[config.mk]
export PLATFORM = sky130hd
export DESIGN_NAME = uart_tx_fifo
export DESIGN_NICKNAME = d
export VERILOG_FILES = /design/src/rtl/uart_pkg.sv /design/src/rtl/uart_fifo_ram.sv /design/src/rtl/uart_tx_fifo.sv
export SDC_FILE = /design/constraint.sdc
export NUM_CORES = 1
export LEC_CHECK = 0
export ABC_CLOCK_PERIOD_IN_PS = 8500
export BUFFER_PORTS_ARGS = -buffer_cell sky130_fd_sc_hd__buf_4
export CAP_MARGIN = 20
export CORE_UTILIZATION = 60
export DETAILED_ROUTE_END_ITERATION = 10
export GPL_ROUTABILITY_DRIVEN = 1
export GPL_TIMING_DRIVEN = 0
export PLACE_DENSITY = 0.89
export SLEW_MARGIN = 20
export SYNTH_ARGS = -nofsm -noshare
export SYNTH_HDL_FRONTEND = slang
export SYNTH_SLANG_ARGS = --single-unit
[constraint.sdc]
create_clock -name mclk -period 8.5 [get_ports mclk]
set_clock_uncertainty 0.2 [all_clocks]
set_input_delay 0.425 -clock mclk [delete_from_list [all_inputs] [get_ports mclk]]
set_output_delay 0.425 -clock mclk [all_outputs]
set_load 0.05 [all_outputs]
[src/rtl/uart_pkg.sv]
// rtl/uart_pkg.sv - shared state encodings and ASCII constants for the UART transmit FIFO
package uart_pkg;

  typedef enum logic [1:0] {
    ST_IDLE = 2'd0,
    ST_LOAD = 2'd1,
    ST_HOLD = 2'd2,
    ST_GAP  = 2'd3
  } tx_state_t;

  localparam logic [7:0] ASCII_CR = 8'h0D;
  localparam logic [7:0] ASCII_LF = 8'h0A;

endpackage

[src/rtl/uart_fifo_ram.sv]
// rtl/uart_fifo_ram.sv - simple dual-port RAM, one write port, one registered read port
module uart_fifo_ram #(
  parameter int ADDR_WIDTH = 4,
  parameter int DATA_WIDTH = 8
) (
  input  logic                  clk,
  input  logic                  wr_en,
  input  logic [ADDR_WIDTH-1:0] wr_addr,
  input  logic [DATA_WIDTH-1:0] wr_data,
  input  logic                  rd_en,
  input  logic [ADDR_WIDTH-1:0] rd_addr,
  output logic [DATA_WIDTH-1:0] rd_data
);

  logic [DATA_WIDTH-1:0] mem [0:(1<<ADDR_WIDTH)-1];

  // Write port: contents are never reset, the FIFO pointers define validity
  always_ff @(posedge clk) begin
    if (wr_en) mem[wr_addr] <= wr_data;
  end

  // Read port: one-cycle latency, output holds between reads
  always_ff @(posedge clk) begin
    if (rd_en) rd_data <= mem[rd_addr];
  end

endmodule

[src/rtl/uart_tx_fifo.sv]
// rtl/uart_tx_fifo.sv - transmit FIFO feeding uart_tx one byte per baud slot; UART_TX_FIFO_CRLF_EN expands LF to CR LF
module uart_tx_fifo
  import uart_pkg::*;
#(
  parameter int DEPTH_LOG2 = 4,
  parameter int DATA_WIDTH = 8
) (
  input  logic                  mclk,
  input  logic                  reset,
  input  logic                  baud_x1,
  input  logic [DATA_WIDTH-1:0] wr_data,
  input  logic                  wr_en,
  output logic                  full,
  output logic                  empty,
  output logic [DEPTH_LOG2:0]   level,
  output logic                  overflow,
  input  logic                  ovf_clr,
  output logic [DATA_WIDTH-1:0] tx_data,
  output logic                  tx_strobe,
  input  logic                  tx_ready
);

  localparam logic [DEPTH_LOG2:0]   LEVEL_MAX = {1'b1, {DEPTH_LOG2{1'b0}}};
  localparam logic [DEPTH_LOG2:0]   LEVEL_ONE = {{DEPTH_LOG2{1'b0}}, 1'b1};
  localparam logic [DEPTH_LOG2-1:0] PTR_ONE   = {{(DEPTH_LOG2-1){1'b0}}, 1'b1};

  logic [DEPTH_LOG2-1:0] wr_ptr;
  logic [DEPTH_LOG2-1:0] rd_ptr;
  logic [DATA_WIDTH-1:0] rd_data;
  logic                  wr_accept;
  logic                  pop;
  tx_state_t             state;

`ifdef UART_TX_FIFO_CRLF_EN
  logic cr_pending;
`endif

  // Flags come from the registered level only, so a same-cycle pop never frees room for a write
  assign full      = (level == LEVEL_MAX);
  assign empty     = (level == '0);
  assign wr_accept = wr_en && !full && !reset;

  // Pop only from IDLE on a baud slot; a pending LF suppresses the pop so it is sent first
  always_comb begin
    pop = (state == ST_IDLE) && baud_x1 && !empty && tx_ready;
`ifdef UART_TX_FIFO_CRLF_EN
    if (cr_pending) pop = 1'b0;
`endif
  end

  uart_fifo_ram #(
    .ADDR_WIDTH (DEPTH_LOG2),
    .DATA_WIDTH (DATA_WIDTH)
  ) u_ram (
    .clk     (mclk),
    .wr_en   (wr_accept),
    .wr_addr (wr_ptr),
    .wr_data (wr_data),
    .rd_en   (pop),
    .rd_addr (rd_ptr),
    .rd_data (rd_data)
  );

  // Pointer, occupancy and sticky overflow bookkeeping
  always_ff @(posedge mclk) begin
    if (reset) begin
      wr_ptr   <= '0;
      rd_ptr   <= '0;
      level    <= '0;
      overflow <= 1'b0;
    end else begin
      if (wr_accept) wr_ptr <= wr_ptr + PTR_ONE;
      if (pop)       rd_ptr <= rd_ptr + PTR_ONE;
      case ({wr_accept, pop})
        2'b10:   level <= level + LEVEL_ONE;
        2'b01:   level <= level - LEVEL_ONE;
        default: level <= level;
      endcase
      if (wr_en && full) overflow <= 1'b1;
      else if (ovf_clr)  overflow <= 1'b0;
    end
  end

  // Send sequencer: IDLE pops, LOAD captures the RAM word, HOLD keeps the strobe for one baud slot, GAP lets tx_ready fall
  always_ff @(posedge mclk) begin
    if (reset) begin
      state     <= ST_IDLE;
      tx_data   <= '0;
      tx_strobe <= 1'b0;
`ifdef UART_TX_FIFO_CRLF_EN
      cr_pending <= 1'b0;
`endif
    end else begin
      case (state)
        ST_IDLE: begin
`ifdef UART_TX_FIFO_CRLF_EN
          if (cr_pending && baud_x1 && tx_ready) state <= ST_LOAD;
          else if (pop)                          state <= ST_LOAD;
`else
          if (pop) state <= ST_LOAD;
`endif
        end
        ST_LOAD: begin
`ifdef UART_TX_FIFO_CRLF_EN
          if (cr_pending) begin
            tx_data    <= DATA_WIDTH'(ASCII_LF);
            cr_pending <= 1'b0;
          end else if (rd_data == DATA_WIDTH'(ASCII_LF)) begin
            tx_data    <= DATA_WIDTH'(ASCII_CR);
            cr_pending <= 1'b1;
          end else begin
            tx_data <= rd_data;
          end
`else
          tx_data <= rd_data;
`endif
          tx_strobe <= 1'b1;
          state     <= ST_HOLD;
        end
        ST_HOLD: begin
          if (baud_x1) begin
            tx_strobe <= 1'b0;
            state     <= ST_GAP;
          end
        end
        ST_GAP: begin
          if (baud_x1) state <= ST_IDLE;
        end
        default: state <= ST_IDLE;
      endcase
    end
  end

endmodule
==> impl_metrics.env <==
export IMPL_cts_made_buffers=17
export IMPL_drt_iter0_markers=377
export IMPL_worst_path_buf_inv=2
export IMPL_num_rows=37
export IMPL_yosys_area_top_type="edfxtp_1"
export IMPL_synth_edff_count=136
export IMPL_wl_met2_um=6890
export IMPL_post_drt_wl_per_cell_um=23.1
export IMPL_antenna_found_initial=0
export IMPL_synth_warnings=0
export IMPL_cp_top_family="simple AND/OR/NAND/NOR gates"
export IMPL_cts_buffer_depth=2
export IMPL_cts_root_buf="clkbuf_8"
export IMPL_crit_arrival_ns=3.64
export IMPL_cp_end_kind="flip-flop"
export IMPL_cp_common_cell="inv_1"
export IMPL_drc=0
export IMPL_io_buffers=29
export IMPL_grt_pass1_wl_um=21400
export IMPL_crit_slowest_cell="nor4_1"
export IMPL_start_util_pct=62.3
export IMPL_cts_resized=0
export IMPL_yosys_top_cells_count="edfxtp_1, nor2_1, mux2i_1"
export IMPL_via_per_inst=6.38
export IMPL_synth_compound_area_share_pct=5.16
export IMPL_p_leak_nw=2.53
export IMPL_synth_top_family_by_area="multiplexers"
export IMPL_hold_class="input port to flip-flop"
export IMPL_synthMuxAreaShare_pct=12.5
export IMPL_holdPathStages=1
export IMPL_die_w_um=106
export IMPL_met1_length_um=5240
export IMPL_async_flop_share_pct=0
export IMPL_grt_pass1_vias=3928
export IMPL_dr_pass1_iters=5
export IMPL_yosys_top_cells_area="edfxtp_1, dfxtp_1, mux4_2"
export IMPL_grt_max_degree=17
export IMPL_die_area_um2=11200
export IMPL_finalHoldViolations=0
export IMPL_synth_top_area_share_pct=62.9
export IMPL_rsz0062_at_grt="false"
export IMPL_nNetsFinal=489
export IMPL_avgSynthCellArea_um2=15.9
export IMPL_ios=31
export IMPL_n_fill_cell=618
export IMPL_insertion_delay_ns=0.54
export IMPL_syn_area_um2=6490
export IMPL_synth_ff_type="edfxtp_1"
export IMPL_maxCapViolCount=0
export IMPL_fp_coreArea_um2=10400
export IMPL_htreeDepth=4
export IMPL_syn_nets=438
export IMPL_place_congestion=0.837
export IMPL_clk_transition_reported_paths_ns=0.07
export IMPL_fmax_mhz=293
export IMPL_layout_drive_gt1_share_pct=21.1
export IMPL_cts_tree="built"
export IMPL_period_minus_slack_ns=3.41
export IMPL_routed_wl_um=14000
export IMPL_holdWs_ns=0.0159
export IMPL_fin_crit_sh_pct=40.1
export IMPL_slew_headroom_pct=43.0
export IMPL_setup_viol=0
export IMPL_yosysUniqueCellTypes=36
export IMPL_overflow=0
export IMPL_critPathLaunchType="flip-flop"
export IMPL_diodes=0
export IMPL_rrSetupSlack_ns=5.09
export IMPL_crit_chain="nor4_1 > a21boi_1 > and2b_1 > inv_1 > ha_1 > inv_1 > fa_1 > nor2b_1 > o21ai_0 > nand3_1 > or3b_1 > mux2_2"
export IMPL_worstHoldStart="wr_data[7]"
export IMPL_die_y_um=106
export IMPL_ant_nets=0
export IMPL_synthAdderAreaFrac_pct=3.01
export IMPL_syn_inst=409
export IMPL_ys_seq_area_share_pct=70.6
export IMPL_gr_usage_all_layers_pct=27.1
export IMPL_vias=3883
export IMPL_powerDensity_nw_per_um2=248
export IMPL_cts_sinks=161
export IMPL_r2r_end="level[4]$_SDFFE_PP0P_"
export IMPL_min_to="u_ram.mem[11][7]$_DFFE_PP_"
export IMPL_setup_tns_ns=0
export IMPL_worstPathRequired_ns=8.73
export IMPL_criticalPathCategory="flip-flop to flip-flop"
export IMPL_synth_most_common_cell="edfxtp_1"
export IMPL_rr_startpoint="level[0]$_SDFFE_PP0P_"
export IMPL_synthSimpleGateAreaFrac_pct=5.72
export IMPL_wl_met3_um=1170
export IMPL_irDropWorstVdd_v=0.000202
export IMPL_worst_pin_slew_ns=0.852
export IMPL_syn2layout_area_growth_pct=15.9
export IMPL_critPathMaxStageDelay_ns=0.40
export IMPL_yosys_register_bits=161
export IMPL_reg2reg_depth=12
export IMPL_maxSlewViolCount=0
export IMPL_outcome="completed"
export IMPL_cp_max_fo=6
export IMPL_highest_layer="met4"
export IMPL_dp_hpwl_um=8560
export IMPL_synthXorXnorAreaFrac_pct=1.08
==> sequential cells by signal (all words and copies together), names as in the netlist <==
name and cells:
u_ram.mem 128, tx_data 8, u_ram.rd_data 8, level 5, rd_ptr 4, wr_ptr 4
state 2, overflow 1, tx_strobe 1
==> how the worst max path moves through the flow <==
stage,from,endpoint,slack (ns),cells past startpoint
finish,level[0]$_SDFFE_PP0P_,level[4]$_SDFFE_PP0P_,5.09,12
global route,level[0]$_SDFFE_PP0P_,level[4]$_SDFFE_PP0P_,4.76,12
CTS,level[0]$_SDFFE_PP0P_,level[4]$_SDFFE_PP0P_,5.08,9
detailed placement,level[0]$_SDFFE_PP0P_,level[4]$_SDFFE_PP0P_,5.09,9
global placement,level[0]$_SDFFE_PP0P_,level[4]$_SDFFE_PP0P_,5.20,9
floorplan,level[0]$_SDFFE_PP0P_,level[4]$_SDFFE_PP0P_,5.12,9
==> per-stage QoR <==
step           setup slack (ns)  std cells  utilization [%]  power [W]  instance area (µm²)
2_1_floorplan              5.12        409                -    0.00105                 6490
3_3_place_gp               5.20        574             66.1    0.00110                 6880
3_5_place_dp               5.09        574             66.2    0.00111                 6900
4_1_cts                    5.08        609             72.3    0.00186                 7530
5_1_grt                    4.76        609             72.3    0.00191                 7530
6_report                   5.09        609             72.3    0.00186                 7530
==> kinds of logic (layout without fill, tap and decap cells) <==
group	Yosys count	after routing
buffers and inverters	29	93
AND/OR/NAND/NOR	82	82
flip-flops	161	161
multiplexers	60	60
AO/OA/AOI/OAI	54	54
XOR/XNOR	8	8
adder cells (fa/ha/maj)	15	15
==> where the power goes <==
group | switching (W) | internal [W] | total, W | leakage [nW]
Sequential | 0.0000127 | 0.000877 | 0.000889 | 1.43
Combinational | 0.000128 | 0.0000782 | 0.000206 | 0.828
Clock | 0.000316 | 0.000452 | 0.000768 | 0.274
Total | 0.000457 | 0.00141 | 0.00186 | 2.53
==> area by class of cell <==
cell class / count / area (µm²) / share of cell area (%)
timing repair buffer: 32 / 248 / 3.29
tap: 136 / 170 / 2.26
clock buffer: 18 / 418 / 5.55
multi-input combinational: 219 / 1800 / 24.0
sequential: 161 / 4580 / 60.9
clock inverter: 14 / 178 / 2.36
buffer: 20 / 90.1 / 1.20
inverter: 9 / 33.8 / 0.449
==> layout by cell type, fill, tap and decap left out, types with 2 or more instances in the layout <==
cell type | netlist | final
edfxtp_1 | 136 | 136
nor2_1 | 42 | 42
mux2i_1 | 35 | 35
buf_4 | 2 | 31
dfxtp_1 | 25 | 25
o21ai_0 | 18 | 18
mux4_2 | 16 | 16
nand2_1 | 16 | 16
a21oi_1 | 16 | 16
clkbuf_16 | 0 | 16
ha_1 | 14 | 14
clkbuf_1 | 10 | 11
inv_1 | 9 | 9
mux2_2 | 9 | 9
a221oi_1 | 8 | 8
a22oi_1 | 8 | 8
nor2b_1 | 6 | 6
buf_2 | 6 | 6
xor2_1 | 5 | 5
clkinvlp_4 | 0 | 5
nor3_2 | 0 | 4
inv_6 | 0 | 4
xnor2_1 | 3 | 3
bufinv_16 | 0 | 3
dlygate4sd3_1 | 0 | 3
and2_1 | 2 | 2
buf_1 | 2 | 2
nand2b_1 | 2 | 2
nor3_1 | 6 | 2
==> routing by layer <==
layer  vias to the layer above  global-route usage, %
li1                       1658                      -
met1                      1883                   33.1
met2                       267                   43.7
met3                        75                   6.07
met4                         0                   17.4
met5                         -                      0
==> what timing repair did <==
action	CTS	global route
endpoints found under the hold margin	7	0
hold buffers	3	0
setup buffers	0	0
(Power assumes the default switching activity.)
